[config.mk]
export PLATFORM = sky130hd
export DESIGN_NAME = regfile_sb
export DESIGN_NICKNAME = d
export VERILOG_FILES = /design/src/rtl/regfile_pkg.sv /design/src/rtl/sb_pending.sv /design/src/rtl/regfile_sb.sv
export SDC_FILE = /design/constraint.sdc
export NUM_CORES = 2
export LEC_CHECK = 0
export CORE_MARGIN = 2
export CORE_UTILIZATION = 35
export CTS_BUF_LIST = sky130_fd_sc_hd__clkbuf_16
export DETAILED_ROUTE_END_ITERATION = 16
export DONT_BUFFER_PORTS = 1
export GPL_TIMING_DRIVEN = 0
export PLACE_DENSITY = 0.53
export SLEW_MARGIN = 20
export SYNTH_ARGS = -nofsm -noshare
export SYNTH_HDL_FRONTEND = slang
export SYNTH_SLANG_ARGS = --single-unit
[constraint.sdc]
create_clock -name clk_i -period 50.9 [get_ports clk_i]
set_clock_uncertainty 0.05 [all_clocks]
set_input_delay 10.18 -clock clk_i [delete_from_list [all_inputs] [get_ports clk_i]]
set_output_delay 10.18 -clock clk_i [all_outputs]
set_load 0.03 [all_outputs]
[src/rtl/regfile_pkg.sv]
// Shared DLX register-file constants and request types for regfile_sb and sb_pending.
package regfile_pkg;

   localparam int unsigned DLX_XLEN  = 32;
   localparam int unsigned DLX_NREGS = 32;
   localparam int unsigned DLX_NREAD = 3;
   localparam int unsigned DLX_AW    = $clog2(DLX_NREGS);

   typedef struct packed {
      logic                en;
      logic [DLX_AW-1:0]   addr;
      logic [DLX_XLEN-1:0] data;
   } wb_req_t;

   typedef struct packed {
      logic              en;
      logic [DLX_AW-1:0] addr;
   } iss_req_t;

endpackage

[src/rtl/sb_pending.sv]
// Hazard scoreboard: one pending bit per register plus an incrementally maintained popcount.
module sb_pending
   import regfile_pkg::*;
#(
   parameter int unsigned DEPTH = DLX_NREGS,
   localparam int unsigned AW   = $clog2(DEPTH)
) (
   input  logic             clk_i,
   input  logic             reset_i,
   input  logic             iss_en_i,
   input  logic [AW-1:0]    iss_addr_i,
   input  logic             wb_en_i,
   input  logic [AW-1:0]    wb_addr_i,
   input  logic             flush_i,
   output logic [DEPTH-1:0] pending_o,
   output logic [AW:0]      pending_cnt_o
);

   logic [DEPTH-1:0] pending_q, pending_d;
   logic [AW:0]      cnt_q, cnt_d;
   logic             set_eff, clr_eff, iss_hit, wb_hit;

   always_comb begin
      iss_hit = iss_en_i && (iss_addr_i != '0);
      wb_hit  = wb_en_i && (wb_addr_i != '0);
      // Count only transitions that actually flip a bit; an issue to the
      // same register wins over the write-back clear.
      set_eff = iss_hit && !pending_q[iss_addr_i];
      clr_eff = wb_hit && pending_q[wb_addr_i] && !(iss_hit && (iss_addr_i == wb_addr_i));

      pending_d = pending_q;
      if (wb_hit) pending_d[wb_addr_i] = 1'b0;
      if (iss_hit) pending_d[iss_addr_i] = 1'b1;
      pending_d[0] = 1'b0;
      cnt_d = cnt_q + (AW+1)'(set_eff) - (AW+1)'(clr_eff);

      if (flush_i) begin
         pending_d = '0;
         cnt_d     = '0;
      end
   end

   always_ff @(posedge clk_i or posedge reset_i) begin
      if (reset_i) begin
         pending_q <= '0;
         cnt_q     <= '0;
      end else begin
         pending_q <= pending_d;
         cnt_q     <= cnt_d;
      end
   end

   assign pending_o     = pending_q;
   assign pending_cnt_o = cnt_q;

endmodule

[src/rtl/regfile_sb.sv]
// Register file with hazard scoreboard; REGFILE_SB_BYPASS_EN enables write-through forwarding.
module regfile_sb
   import regfile_pkg::*;
#(
   parameter int unsigned WIDTH = DLX_XLEN,
   parameter int unsigned DEPTH = DLX_NREGS,
   parameter int unsigned NREAD = DLX_NREAD,
   localparam int unsigned AW   = $clog2(DEPTH)
) (
   input  logic                       clk_i,
   input  logic                       reset_i,
   input  logic [NREAD-1:0][AW-1:0]   rs_i,
   output logic [NREAD-1:0][WIDTH-1:0] rd_data_o,
   output logic [NREAD-1:0]           rd_ready_o,
   input  logic                       wb_en_i,
   input  logic [AW-1:0]              wb_addr_i,
   input  logic [WIDTH-1:0]           wb_data_i,
   input  logic                       iss_en_i,
   input  logic [AW-1:0]              iss_addr_i,
   input  logic                       flush_i,
   output logic [AW:0]                pending_cnt_o
);

   logic [DEPTH-1:0][WIDTH-1:0] regs_q, regs_d;
   logic [DEPTH-1:0]            pending;

   sb_pending #(
      .DEPTH (DEPTH)
   ) u_sb_pending (
      .clk_i         (clk_i),
      .reset_i       (reset_i),
      .iss_en_i      (iss_en_i),
      .iss_addr_i    (iss_addr_i),
      .wb_en_i       (wb_en_i),
      .wb_addr_i     (wb_addr_i),
      .flush_i       (flush_i),
      .pending_o     (pending),
      .pending_cnt_o (pending_cnt_o)
   );

   always_comb begin
      regs_d = regs_q;
      if (wb_en_i && (wb_addr_i != '0)) regs_d[wb_addr_i] = wb_data_i;
      regs_d[0] = '0;
   end

   always_ff @(posedge clk_i or posedge reset_i) begin
      if (reset_i) regs_q <= '0;
      else         regs_q <= regs_d;
   end

   always_comb begin
      rd_data_o  = '0;
      rd_ready_o = '0;
      for (int i = 0; i < int'(NREAD); i++) begin
         if (rs_i[i] == '0) begin
            rd_data_o[i]  = '0;
            rd_ready_o[i] = 1'b1;
`ifdef REGFILE_SB_BYPASS_EN
         // Forwarding is gated during reset so reads see the cleared state.
         end else if (!reset_i && wb_en_i && (wb_addr_i == rs_i[i])) begin
            rd_data_o[i]  = wb_data_i;
            rd_ready_o[i] = 1'b1;
`endif
         end else begin
            rd_data_o[i]  = regs_q[rs_i[i]];
            rd_ready_o[i] = !pending[rs_i[i]];
         end
      end
   end

endmodule

== Word level (Yosys, flattened, before mapping) ==
Cells that the tools add are included.

* Word-level logic and storage cells: 97
* Output and inout port bits: 105
* Input port bits: 62
* Flip-flop bits (word level): 1030

* Muxes and demuxes: 33
* $add $sub $neg: 2
* Order comparisons: 7
* Bitwise logic cells: 3
* Reduce and logical (&&, ||, !) cells: 18
* Equal/unequal tests: 1

{| class="wikitable"
|+ Operators with widths
! operator !! count
|-
| $bwmux W1024 || 1
|-
| $bmux W32 S5 || 3
|-
| $mux W32 || 10
|-
| $demux W32 S5 || 1
|-
| $and A32 B32 Y32 || 1
|-
| $not A32 Y32 || 1
|-
| $or A32 B32 Y32 || 1
|-
| $lt A5 B6 Y1 const B || 5
|-
| $bmux W1 S5 || 5
|-
| $logic_not A5 Y1 || 3
|-
| $demux W1 S5 || 2
|-
| $ge A5 B1 Y1 const B || 2
|-
| $mux W1 || 10
|-
| $reduce_bool A5 Y1 || 2
|-
| $logic_and A1 B1 Y1 || 8
|-
| $add A6 B1 Y6 || 1
|-
| $mux W6 || 1
|-
| $sub A6 B1 Y6 || 1
|-
| $eq A5 B5 Y1 || 1
|-
| $logic_not A1 Y1 || 5
|}

== Logic depth before layout (Yosys ltp) ==
* Word-level depth: 10
* Gate-level depth with buffers: 16
* Mapped depth without buffers: 14

== Hierarchy ==
A second synthesis with hierarchy kept.

* Cells, all modules: 4458
* Area total of the unflattened synthesis: 64335.5 um2

{| class="wikitable"
|+ Modules (own cells, without submodules)
! module !! cells an instance !! times used !! area an instance (um2) !! seq. area each (um2)
|-
| regfile_sb || 4176 || 1 || 61814.3 || 24823.8
|-
| sb_pending || 282 || 1 || 2521.2 || 925.9
|}

== Worst setup path before layout ==
Ideal clock, no wire load.

* Path kind: input-to-output
* Start: in rs_i[0] (netlist name)
* End: out rd_data_o[26] (netlist name)
* Required time: 40670 ps
* Path buffers: 3
* Stages on the path: 8
* Setup slack: 28555 ps
* Data arrival time: 12115 ps
* Cell sequence: buf_2 -> buf_6 -> nor2b_1 -> buf_2 -> a22o_1 -> mux4_2 -> nor2_1 -> a221oi_1

{| class="wikitable"
|+ RTL lines
! element !! line !! text
|-
| from (decl) || regfile_sb.sv:12 || <nowiki>input logic [NREAD-1:0][AW-1:0] rs_i,</nowiki>
|-
| to (decl) || regfile_sb.sv:13 || <nowiki>output logic [NREAD-1:0][WIDTH-1:0] rd_data_o,</nowiki>
|}

==> flow_summary_export.csv <==
group,metric,value,unit
timing,max_freq,41.3,MHz
pwr,combPwrFrac,27.3,%
timing,slew_headroom,13.3,%
global_route,met1_usage,38.5,%
yosys,synth_top_area_share,40.4,%
detailed_routing,via_count,46804,
setup_path,cp.arrival,14000,ps
yosys,async_flop_share,100,%
global_route,antenna_found_initial,12,
yosys,yosysUniqueCellTypes,49,
timing,final-setup-viol-count,0,
clock_network,cts_root_buf,"clkbuf_16",
global_route,grt_max_degree,100,
clock_network,clk_pin_slew,50,ps
timing,rsz0062_at_grt,"no",
clock_network,cts_resized,0,
yosys,synth_edf_count,0,
die,core,181000,um^2
clock_network,clkLatencyLatePin,820,ps
yosys,synthTopCellsByCount,"mux2_2 (1099), dfrtp_1 (1029), mux4_2 (724)",
timing,slew_violations,0,
yosys,synth_seq_cells,1029,
global_route,grt.total_usage,31.3,%
yosys,syn_area,63800,um^2
detailed_routing,drc_errors,0,
pwr,netSwitchingFraction,32.9,%
yosys,synthFlopType,"dfrtp_1",
yosys,avgSynthCellArea,14.5,um^2
die,dieArea,186000,um^2
global_route,grt.busiest_layer,"met2",
setup_path,reg2reg_depth,12,
layout,drive_gt1_share,49.8,%
run,cap_violations,0,
place,place_inst,6804,
setup_path,critPathMaxFanout,10,
layout,multi_input_area,36000,um^2
pwr,p_leak,29.9,nW
pwr,peakVddDrop,36.5,uV
pwr,cellPowerDensity,38.5,nW/um^2
setup_path,crit_path_cell_trace,"buf_2 > buf_2 > buf_2 > nand2b_1 > clkbuf_2 > o221ai_1",
pwr,power_switching,0.000904,W
detailed_routing,postRouteAntennaNets,0,
clock_network,cts_buffers,118,
setup_path,crit_top_cell,"buf_2",
pwr,seqPwrFrac,40.8,%
setup_path,required,40670,ps
yosys,synth_cells,4403,
clock_network,clock_sinks,1029,
global_route,grt_util_met2,46.8,%
detailed_routing,drtIter0Drc,6125,
yosys,syn-num-nets,4472,
timing,period_needed,24230,ps
die,core.rowCount,156,
status,outcome,"finished, final reports clean",
hold_path,worstHoldPathType,"reg2reg",
global_route,grt_pass1_vias,45868,
detailed_routing,finalWirelength,294,mm
yosys,yosysSeqAreaShare,40.4,%
clock_network,cts_setup_buffers,0,
place,place_ws,26760,ps
global_route,grt_pass1_wl,396,mm
place,io_buffers,0,
layout,nNetsFinal,4623,
timing,final_hold_viol_count,0,
layout,syn_to_final_growth,12.2,%
yosys,yosysWarnings,0,
setup_path,r2r_slack,47330,ps
detailed_routing,routedWlPerCell,41.8,um
timing,final_critical_path_setup_slack,26670,ps
pwr,power.internal,0.00185,W
setup_path,start_kind,"input port",
clock_network,htree_num_levels,3,
setup_path,max_stage_delay,960,ps
die,ios,167,
yosys,synth.most_common_cell,"mux2_2",
die,start_util,35.3,%
setup_path,critical_path_class,"in2out",
layout,n_fill_cell,16952,
timing,finalCritPeriodShare,47.6,%
layout,final_area,71600,um^2
clock_network,cts_max_path_buffers,3,
place,placed_cell_area,67700,um^2
clock_network,cts_tree,"done",
yosys,synth_area_leader_cell,"dfrtp_1",
die,die_h,431,um
place,gp_congestion,0.963,
place,hpwl,205,mm
detailed_routing,dr.pass1.iters,6,
layout,layout.cells.non_filler,7030,
timing,tightest_slew,1300,ps
pwr,clockPowerShare,31.9,%
layout,regArea,25700,um^2
global_route,grt_overflow,0,
setup_path,cp_slowest_cell,"o221ai_1",
detailed_routing,via_per_inst,6.66,
die,dieWidth,431,um
yosys,synthTopCellsByArea,"dfrtp_1 (40%), mux4_2 (26%), mux2_2 (19%)",
clock_network,cts_hold_buf,0,
setup_path,end_kind,"output port",
hold_path,holdPathStages,1,
global_route,met3_usage,11.3,%
## cells by family (layout without fill, tap and decap cells)
| family | count (synthesis) | in the layout | share of synthesized area, % |
|---|---|---|---|
| AO/OA/AOI/OAI | 421 | 421 | 4.44 |
| XOR/XNOR | 9 | 9 | 0.124 |
| adder cells (fa/ha/maj) | 7 | 7 | 0.149 |
| buffers and inverters | 502 | 751 | 3.42 |
| flip-flops | 1029 | 1029 | 40.4 |
| multiplexers | 2094 | 2094 | 49.2 |
| other | 0 | 8 | 0 |
| AND/OR/NAND/NOR | 341 | 341 | 2.28 |
## power by group through the flow
stage | registers, W | logic (W) | clock network, W
after floorplan | 0.00109 | 0.000548 | 0
after global placement | 0.00112 | 0.000719 | 0
after global routing | 0.00114 | 0.000781 | 0.000912
after detailed placement | 0.00113 | 0.000738 | 0
after CTS | 0.00112 | 0.000741 | 0.000881
final | 0.00112 | 0.000751 | 0.000878
## registers in the layout, summed over array words and instances (netlist names)
signal / cells
u_sb_pending.pending_o: 31
regs_q: 992
u_sb_pending.pending_cnt_o: 6
## per-stage QoR
stage | total power [W] | hold slack [ps] | TNS (ps) | utilization, %
global placement | 0.00184 | 467 | -1350810 | 36.9
finish | 0.00275 | 493 | 0 | 39.6
global route | 0.00284 | 507 | 0 | 39.5
detailed placement | 0.00187 | 479 | 0 | 37.4
floorplan | 0.00163 | 458 | 0 | -
CTS | 0.00274 | 492 | 0 | 39.5
## path summary, 6_finish.rpt
check / start / end
setup / recovery: rs_i[4] / rd_data_o[14]
hold / removal: regs_q[221]$_DFFE_PP0P_ / regs_q[221]$_DFFE_PP0P_
setup reg to reg: u_sb_pending.pending_o[10]$_DFF_PP0_ / u_sb_pending.pending_cnt_o[5]$_DFF_PP0_
hold reg to reg: regs_q[221]$_DFFE_PP0P_ / regs_q[221]$_DFFE_PP0P_
max in group asynchronous: reset_i / regs_q[870]$_DFFE_PP0P_
min in group asynchronous: reset_i / regs_q[791]$_DFFE_PP0P_
## cell usage in the layout (no fill, tap or decap), types with 6 or more instances in the layout
cell	synthesis	final
a21oi_1	90	90
a221oi_2	0	8
a22o_1	11	11
a22oi_1	114	114
buf_1	76	29
buf_16	0	24
buf_2	162	206
buf_4	18	19
buf_6	4	8
bufinv_16	0	13
clkbuf_1	233	195
clkbuf_16	0	119
clkbuf_2	0	41
clkinv_1	0	33
clkinv_2	0	26
dfrtp_1	1029	1029
diode_2	0	8
ha_1	6	6
inv_1	9	25
mux2_2	1099	1099
mux2i_1	271	271
mux4_2	724	724
nand2_1	144	144
nand2b_1	14	14
nor2_1	137	134
nor2b_1	11	11
nor3_1	6	6
o211ai_1	7	7
o21ai_0	94	94
o221ai_1	76	68
o221ai_2	0	8
## worst max-delay path, delay by kind of cell
family                 cells  cell delay [ps]
buffers and inverters      4             2230
AO/OA/AOI/OAI              1              960
AND/OR/NAND/NOR            1              540
## per-layer routing
metal	wire, um	part of all wire (%)
met4	21000	7.1
met1	110000	37
met5	180	0.061
met2	130000	44
met3	33600	11
## layout make-up
type                    count  share of cell area, %
clock buffers             119                   4.16
multi-input cells        2872                   50.3
clock inverters            99                   1.16
well taps                2370                   4.14
inverters                   9                 0.0577
diodes                      8                 0.0280
flip-flops and latches   1029                   36.0
plain buffers             493                   3.15
repair buffers             31                   1.05
Note: power is estimated with default switching activity, not from simulation.
